## config.mk

```make
export PLATFORM = sky130hd
export DESIGN_NAME = multicycle_ctrl
export DESIGN_NICKNAME = d
export VERILOG_FILES = /design/src/rtl/riscv_ctrl_pkg.sv /design/src/rtl/multicycle_ctrl_decoder.sv /design/src/rtl/multicycle_ctrl.sv
export SDC_FILE = /design/constraint.sdc
export NUM_CORES = 1
export LEC_CHECK = 0
export BUFFER_PORTS_ARGS = -buffer_cell sky130_fd_sc_hd__buf_2
export CAP_MARGIN = 10
export CORE_MARGIN = 2
export CORE_UTILIZATION = 47
export CTS_CLUSTER_DIAMETER = 150
export CTS_CLUSTER_SIZE = 12
export DETAILED_ROUTE_END_ITERATION = 10
export HOLD_SLACK_MARGIN = 0.06
export PLACE_DENSITY = 0.88
export SYNTH_ARGS = -nofsm -noshare
export SYNTH_HDL_FRONTEND = slang
export SYNTH_SLANG_ARGS = --single-unit
```

## constraint.sdc

```tcl
create_clock -name clk -period 2 [get_ports clk]
set_clock_uncertainty 0.2 [all_clocks]
set_input_delay 0.2 -clock clk [delete_from_list [all_inputs] [get_ports clk]]
set_output_delay 0.2 -clock clk [all_outputs]
set_load 0.01 [all_outputs]
```

## src/rtl/riscv_ctrl_pkg.sv

```systemverilog
// Shared encodings for the multicycle RV32I control path: FSM states, opcodes,
// and the mux/ALU/immediate select codes seen by the datapath and immediate generator.
package riscv_ctrl_pkg;

   typedef enum logic [3:0] {
      S_FETCH    = 4'd0,
      S_DECODE   = 4'd1,
      S_MEMADR   = 4'd2,
      S_MEMREAD  = 4'd3,
      S_MEMWB    = 4'd4,
      S_MEMWRITE = 4'd5,
      S_EXECR    = 4'd6,
      S_EXECI    = 4'd7,
      S_LUI      = 4'd8,
      S_JAL      = 4'd9,
      S_ALUWB    = 4'd10,
      S_BRANCH   = 4'd11,
      S_ERROR    = 4'd12
   } state_t;

   localparam logic [6:0] OP_LOAD   = 7'b0000011;
   localparam logic [6:0] OP_IMM    = 7'b0010011;
   localparam logic [6:0] OP_STORE  = 7'b0100011;
   localparam logic [6:0] OP_RTYPE  = 7'b0110011;
   localparam logic [6:0] OP_LUI    = 7'b0110111;
   localparam logic [6:0] OP_BRANCH = 7'b1100011;
   localparam logic [6:0] OP_JAL    = 7'b1101111;

   localparam logic [2:0] IMM_I = 3'b000;
   localparam logic [2:0] IMM_S = 3'b001;
   localparam logic [2:0] IMM_U = 3'b010;
   localparam logic [2:0] IMM_B = 3'b101;
   localparam logic [2:0] IMM_J = 3'b110;

   localparam logic [2:0] ALU_ADD = 3'b000;
   localparam logic [2:0] ALU_SUB = 3'b001;
   localparam logic [2:0] ALU_AND = 3'b010;
   localparam logic [2:0] ALU_OR  = 3'b011;
   localparam logic [2:0] ALU_SLT = 3'b101;

   localparam logic [1:0] RES_ALUOUT    = 2'b00;
   localparam logic [1:0] RES_DATA      = 2'b01;
   localparam logic [1:0] RES_ALURESULT = 2'b10;

   localparam logic [1:0] SRCA_PC    = 2'b00;
   localparam logic [1:0] SRCA_OLDPC = 2'b01;
   localparam logic [1:0] SRCA_REGA  = 2'b10;
   localparam logic [1:0] SRCA_ZERO  = 2'b11;

   localparam logic [1:0] SRCB_REGB = 2'b00;
   localparam logic [1:0] SRCB_IMM  = 2'b01;
   localparam logic [1:0] SRCB_FOUR = 2'b10;

endpackage

```

## src/rtl/multicycle_ctrl_decoder.sv

```systemverilog
// Combinational instruction decode: immediate format, ALU operation, and whether
// the op/funct3 combination is one this core implements.
module ctrl_decoder
   import riscv_ctrl_pkg::*;
(
   input  logic [6:0] op_i,
   input  logic [2:0] funct3_i,
   input  logic       funct7b5_i,
   output logic [2:0] imm_src_o,
   output logic [2:0] alu_ctrl_o,
   output logic       legal_o
);

   logic alu_f3_ok;

   always_comb begin
      imm_src_o = IMM_I;
      case (op_i)
         OP_LOAD, OP_IMM: imm_src_o = IMM_I;
         OP_STORE:        imm_src_o = IMM_S;
         OP_BRANCH:       imm_src_o = IMM_B;
         OP_LUI:          imm_src_o = IMM_U;
         OP_JAL:          imm_src_o = IMM_J;
         default:         imm_src_o = IMM_I;
      endcase
   end

   // funct7b5 selects sub only for R-type; OP-IMM add ignores it
   always_comb begin
      alu_ctrl_o = ALU_ADD;
      alu_f3_ok  = 1'b1;
      case (funct3_i)
         3'b000:  alu_ctrl_o = (funct7b5_i && op_i == OP_RTYPE) ? ALU_SUB : ALU_ADD;
         3'b010:  alu_ctrl_o = ALU_SLT;
         3'b110:  alu_ctrl_o = ALU_OR;
         3'b111:  alu_ctrl_o = ALU_AND;
         default: alu_f3_ok  = 1'b0;
      endcase
   end

   always_comb begin
      legal_o = 1'b0;
      case (op_i)
         OP_RTYPE, OP_IMM:                 legal_o = alu_f3_ok;
         OP_BRANCH:                        legal_o = (funct3_i == 3'b000) || (funct3_i == 3'b001);
         OP_LOAD, OP_STORE, OP_LUI, OP_JAL: legal_o = 1'b1;
         default:                          legal_o = 1'b0;
      endcase
   end

endmodule

```

## src/rtl/multicycle_ctrl.sv

```systemverilog
// Multicycle RV32I control FSM with memory-ready stalls, a retired-instruction
// counter and a sticky illegal-instruction flag.
module multicycle_ctrl
   import riscv_ctrl_pkg::*;
#(
   parameter int unsigned CNT_W = 32
) (
   input  logic             clk,
   input  logic             rst,
   input  logic [6:0]       op,
   input  logic [2:0]       funct3,
   input  logic             funct7b5,
   input  logic             zero,
   input  logic             mem_ready,
   output logic             PCWrite,
   output logic             AdrSrc,
   output logic             MemWrite,
   output logic             IRWrite,
   output logic [1:0]       ResultSrc,
   output logic [1:0]       ALUSrcA,
   output logic [1:0]       ALUSrcB,
   output logic [2:0]       ALUControl,
   output logic [2:0]       ImmSrc,
   output logic             RegWrite,
   output logic             illegal,
   output logic [CNT_W-1:0] instret
);

   state_t             state_q, state_d;
   logic               illegal_q;
   logic [CNT_W-1:0]   instret_q;
   logic [2:0]         dec_alu;
   logic               dec_legal;
   logic               pcw, irw, mw, rw, retire;

   ctrl_decoder u_dec (
      .op_i       (op),
      .funct3_i   (funct3),
      .funct7b5_i (funct7b5),
      .imm_src_o  (ImmSrc),
      .alu_ctrl_o (dec_alu),
      .legal_o    (dec_legal)
   );

   always_ff @(posedge clk or posedge rst) begin
      if (rst) begin
         state_q   <= S_FETCH;
         illegal_q <= 1'b0;
         instret_q <= '0;
      end else begin
         state_q   <= state_d;
         illegal_q <= illegal_q | (state_d == S_ERROR);
         if (retire) instret_q <= instret_q + CNT_W'(1);
      end
   end

   always_comb begin
      state_d    = state_q;
      pcw        = 1'b0;
      irw        = 1'b0;
      mw         = 1'b0;
      rw         = 1'b0;
      retire     = 1'b0;
      AdrSrc     = 1'b0;
      ResultSrc  = RES_ALUOUT;
      ALUSrcA    = SRCA_PC;
      ALUSrcB    = SRCB_REGB;
      ALUControl = ALU_ADD;
      case (state_q)
         S_FETCH: begin
            ALUSrcB   = SRCB_FOUR;
            ResultSrc = RES_ALURESULT;
            irw       = mem_ready;
            pcw       = mem_ready;
            if (mem_ready) state_d = S_DECODE;
         end
         S_DECODE: begin
            ALUSrcA = SRCA_OLDPC;
            ALUSrcB = SRCB_IMM;
            case (op)
               OP_LOAD, OP_STORE: state_d = S_MEMADR;
               OP_RTYPE:          state_d = S_EXECR;
               OP_IMM:            state_d = S_EXECI;
               OP_BRANCH:         state_d = S_BRANCH;
               OP_JAL:            state_d = S_JAL;
               OP_LUI:            state_d = S_LUI;
               default:           state_d = S_ERROR;
            endcase
         end
         S_MEMADR: begin
            ALUSrcA = SRCA_REGA;
            ALUSrcB = SRCB_IMM;
            state_d = (op == OP_STORE) ? S_MEMWRITE : S_MEMREAD;
         end
         S_MEMREAD: begin
            AdrSrc = 1'b1;
            if (mem_ready) state_d = S_MEMWB;
         end
         S_MEMWB: begin
            ResultSrc = RES_DATA;
            rw        = 1'b1;
            retire    = 1'b1;
            state_d   = S_FETCH;
         end
         S_MEMWRITE: begin
            AdrSrc = 1'b1;
            mw     = 1'b1;
            if (mem_ready) begin
               retire  = 1'b1;
               state_d = S_FETCH;
            end
         end
         S_EXECR: begin
            ALUSrcA    = SRCA_REGA;
            ALUControl = dec_alu;
            state_d    = dec_legal ? S_ALUWB : S_ERROR;
         end
         S_EXECI: begin
            ALUSrcA    = SRCA_REGA;
            ALUSrcB    = SRCB_IMM;
            ALUControl = dec_alu;
            state_d    = dec_legal ? S_ALUWB : S_ERROR;
         end
         S_LUI: begin
            ALUSrcA = SRCA_ZERO;
            ALUSrcB = SRCB_IMM;
            state_d = S_ALUWB;
         end
         S_JAL: begin
            ALUSrcA = SRCA_OLDPC;
            ALUSrcB = SRCB_FOUR;
            pcw     = 1'b1;
            state_d = S_ALUWB;
         end
         S_ALUWB: begin
            rw      = 1'b1;
            retire  = 1'b1;
            state_d = S_FETCH;
         end
         S_BRANCH: begin
            ALUSrcA    = SRCA_REGA;
            ALUControl = ALU_SUB;
            // legal funct3 is only beq (000) or bne (001), so bit 0 inverts the test
            if (dec_legal) begin
               pcw     = zero ^ funct3[0];
               retire  = 1'b1;
               state_d = S_FETCH;
            end else begin
               state_d = S_ERROR;
            end
         end
         S_ERROR: state_d = S_ERROR;
         default: state_d = S_FETCH;
      endcase
   end

   assign PCWrite  = pcw & ~rst;
   assign IRWrite  = irw & ~rst;
   assign MemWrite = mw  & ~rst;
   assign RegWrite = rw  & ~rst;
   assign illegal  = illegal_q;
   assign instret  = instret_q;

endmodule

```

==> flow_metrics.tcl <==
set metrics [dict create \
    n_antenna_cell 0 \
    grt_use_total_pct 25.31 \
    final_cells 432 \
    synth-edff-count 0 \
    synthSimpleGateAreaFrac_pct 29.45 \
    violated_checks "setup timing" \
    worstPathCellList "nand2b_1 > a2bb2oi_1 > o22a_2 > a21boi_4 > nor4_2 > xor2_1" \
    critical_path.startpoint_type "flop" \
    finalCritPeriodShare_pct 104.1 \
    synthCells 246 \
    floorplan.die.height_um 74.07 \
    final_max_slew_viol_count 0 \
    critical_path_arrival_ns 2.09 \
    detailedRoute.firstPassIterationCount 6 \
    power.static_leakage_nw 1.533 \
    dp_hpwl_mm 4.615 \
    die_area_mm2 0.005486 \
    synth_cell_types 55 \
    required_ns 2.01 \
    slew_headroom_pct 64.82 \
    largest_net_degree_at_the_start_of_global_routing 38 \
    ys_async_sr_fraction_pct 100.0 \
    routedWlPerCell_um 17.75 \
    cts-htree-levels 2 \
    timing.final.ws_setup_ns -0.08214 \
    fmax_mhz 480.3 \
    endpoint_class_of_the_critical_path "flop" \
    synth-warning-count 0 \
    ioPinCount 65 \
    dp.cells 411 \
    grt_pass1_wl_mm 10.58 \
    fillers 308 \
    cts_tree "done" \
    critical_path_slowest_stage_cell "sky130_fd_sc_hd__dfrtp_1" \
    port_buffers 64 \
    yosysSeqAreaShare_pct 40.13 \
    min-delay-path-class "reg2reg" \
    clock_insertion_delay_worst_skew_ns 0.29 \
    initial_utilization_pct 48.85 \
    unrepaired_setup_endpoints_after_global_routing "true" \
    launch_instance_of_the_worst_min_delay_path "instret[31]$_DFFE_PP0P_" \
    setup.worst_path.start "state_q[1]$_DFF_PP0_" \
    synth.ff_latch_count 37 \
    crit_path_max_incr_delay_ns 0.40 \
    report.final.setup_viol 9 \
    synth_area_mm2 0.002307 \
    synth_top_family_by_area "simple AND/OR/NAND/NOR gates" \
    postSynthAreaPerCell_um2 9.379 \
    worstPathBufferInverterCount 0 \
    synth_compound_area_share_pct 11.93 \
    cell_family_contributing_the_most_delay_on_the_critical_path "compound AO/OA/AOI/OAI gates" \
    synth.most_common_cell "sky130_fd_sc_hd__dfrtp_1" \
    antenna_violations_before_repair 0 \
    report.final.hold_viol_count 0 \
    timing.hold.ws_ns 0.2761 \
    first_iter_violations 275 \
    totalWireLength_mm 7.666 \
    grt.overflow.total 0 \
    area_growth_syn_to_layout_pct 47.88 \
    post-route-min-period_ns 2.082 \
    die-width_um 74.07 \
    cts-root-to-sink-buffers 2 \
    routed_via_density 5.873 \
    proportion_of_layout_cells_with_a_drive_suffix_above_1_pct 45.48 \
    timing_worst_setup_path_type "reg2reg" \
    dr_total_vias 2537 \
    multi_input_gate_area_mm2 0.001483 \
    synthesis.nets 262 \
    place.gp.congestion 0.8731 \
    result_of_the_run "finished with violations" \
    nets 380 \
    synth_top_area_share_pct 40.13 \
    clock_sink_count 37 \
    worst-slew-pin-transition_ns 0.5262 \
    synth.mux.area_fraction_pct 0.8677 \
    clk_pin_slew_ns 0.07 \
    synth_top_cells_by_count "sky130_fd_sc_hd__dfrtp_1 (37), sky130_fd_sc_hd__nand2_1 (20), sky130_fd_sc_hd__xnor2_1 (20)" \
    critical_path.reg2reg.startpoint "state_q[1]$_DFF_PP0_" \
    clock_tree.root_cell "sky130_fd_sc_hd__clkbuf_8" \
    power.density_cell_area_mw_per_mm2 1004 \
    core_mm2 0.004723 \
    final_antenna_net_count 0 \
    drc 0 \
    setup_tns_ns -0.3335 \
    vdd_ir_drop_max_v 0.0008312 \
    synth_xor_area_share_pct 12.91 \
    finish.instance_area_mm2 0.003412 \
    yosysTopAreaCell "sky130_fd_sc_hd__dfrtp_1" \
    path_max_fanout 7 \
    synth_adder_area_share_pct 0.5423 \
    seq_area_um2 928.4 \
    post_synth_main_area_contributors "sky130_fd_sc_hd__dfrtp_1 (40%), sky130_fd_sc_hd__xnor2_1 (7.6%), sky130_fd_sc_hd__xor2_1 (5.3%)" \
    grt_pass1_vias 2214 \
    maxCapViolations 0 \
    placedInstanceArea_mm2 0.003015 \
    tritoncts.num_buffers 5 \
    placementRows 25 \
    synth_ff_type "sky130_fd_sc_hd__dfrtp_1" \
]
## sequential cells by signal, summed over array words and instances (netlist names)
register / count
illegal: 1
instret: 32
state_q: 4
## kinds of logic after synthesis
family          count (synthesis)
compound gates                 35
mux                             2
buf+inv                        20
flops                          37
simple gates                  117
fa+ha+maj                       1
xor+xnor                       34
## stage by stage
stage                     utilization (%)  power (mW)  setup WS, ns
after floorplan                         -       1.885      0.005017
after global placement              63.84       2.482      -0.03508
after detailed placement            63.84       2.528       -0.1520
after CTS                           68.21       3.174      -0.01360
after global routing                72.24       3.622       -0.1534
final                               72.24       3.427      -0.08214
## power by group
group	switching [mW]	internal, mW	total, mW
sequential	0.0885	0.839	0.927
clock	0.257	0.281	0.539
combinational	1.09	0.870	1.96
total	1.44	1.99	3.43
## layout make-up
cell class / count / area share [%]
multi-input combinational: 190 / 43.45
timing repair buffer: 123 / 23.47
clock buffer: 8 / 2.640
tap: 67 / 2.457
inverter: 7 / 0.7701
sequential: 37 / 27.21
## repair_timing
| action | CTS | global route |
|---|---|---|
| setup endpoints to repair | 15 | 26 |
| endpoints found under the hold margin | 37 | 0 |
| pin swaps | 2 | 12 |
| hold buffers | 1 | 0 |
| gates resized for setup | 16 | 29 |
| buffers inserted | 3 | 8 |
| cloned | 1 | 0 |
## metal layers
layer,vias to the layer above,global-route usage (%),routed length (um)
met5,-,0,0
met4,0,7.273,271
met3,29,6.233,680
met2,154,40.77,3717
met1,1225,34.08,2997
li1,1129,-,-
## path summary, 6_finish.rpt
check                      cells after the start                       to  slack [ns]
setup / recovery                               6  instret[18]$_DFFE_PP0P_       -0.08
hold / removal                                 1  instret[31]$_DFFE_PP0P_        0.28
setup reg to reg                               6  instret[18]$_DFFE_PP0P_       -0.08
hold reg to reg                                1  instret[31]$_DFFE_PP0P_        0.28
max in group asynchronous                      4   instret[3]$_DFFE_PP0P_        0.81
min in group asynchronous                      4  instret[17]$_DFFE_PP0P_        0.43
## placed cells by master, fill, tap and decap left out, types with 3 or more instances in the layout
| master | instances |
|---|---|
| sky130_fd_sc_hd__xor2_1 | 14 |
| sky130_fd_sc_hd__nand4_1 | 10 |
| sky130_fd_sc_hd__nor3_1 | 9 |
| sky130_fd_sc_hd__nand2_1 | 19 |
| sky130_fd_sc_hd__and4_4 | 3 |
| sky130_fd_sc_hd__nand2b_1 | 7 |
| sky130_fd_sc_hd__clkbuf_8 | 6 |
| sky130_fd_sc_hd__dfrtp_1 | 35 |
| sky130_fd_sc_hd__buf_6 | 6 |
| sky130_fd_sc_hd__nor2b_1 | 3 |
| sky130_fd_sc_hd__nand3b_1 | 3 |
| sky130_fd_sc_hd__nand3_1 | 17 |
| sky130_fd_sc_hd__and3_1 | 4 |
| sky130_fd_sc_hd__o21ai_0 | 6 |
| sky130_fd_sc_hd__a21oi_1 | 5 |
| sky130_fd_sc_hd__buf_4 | 51 |
| sky130_fd_sc_hd__nor2_1 | 10 |
| sky130_fd_sc_hd__buf_2 | 64 |
| sky130_fd_sc_hd__xnor2_1 | 20 |
| sky130_fd_sc_hd__nor4_4 | 4 |
| sky130_fd_sc_hd__inv_1 | 6 |
| sky130_fd_sc_hd__nor3_4 | 3 |
| sky130_fd_sc_hd__nor4_2 | 3 |
Power figures use the tool's default switching activity.
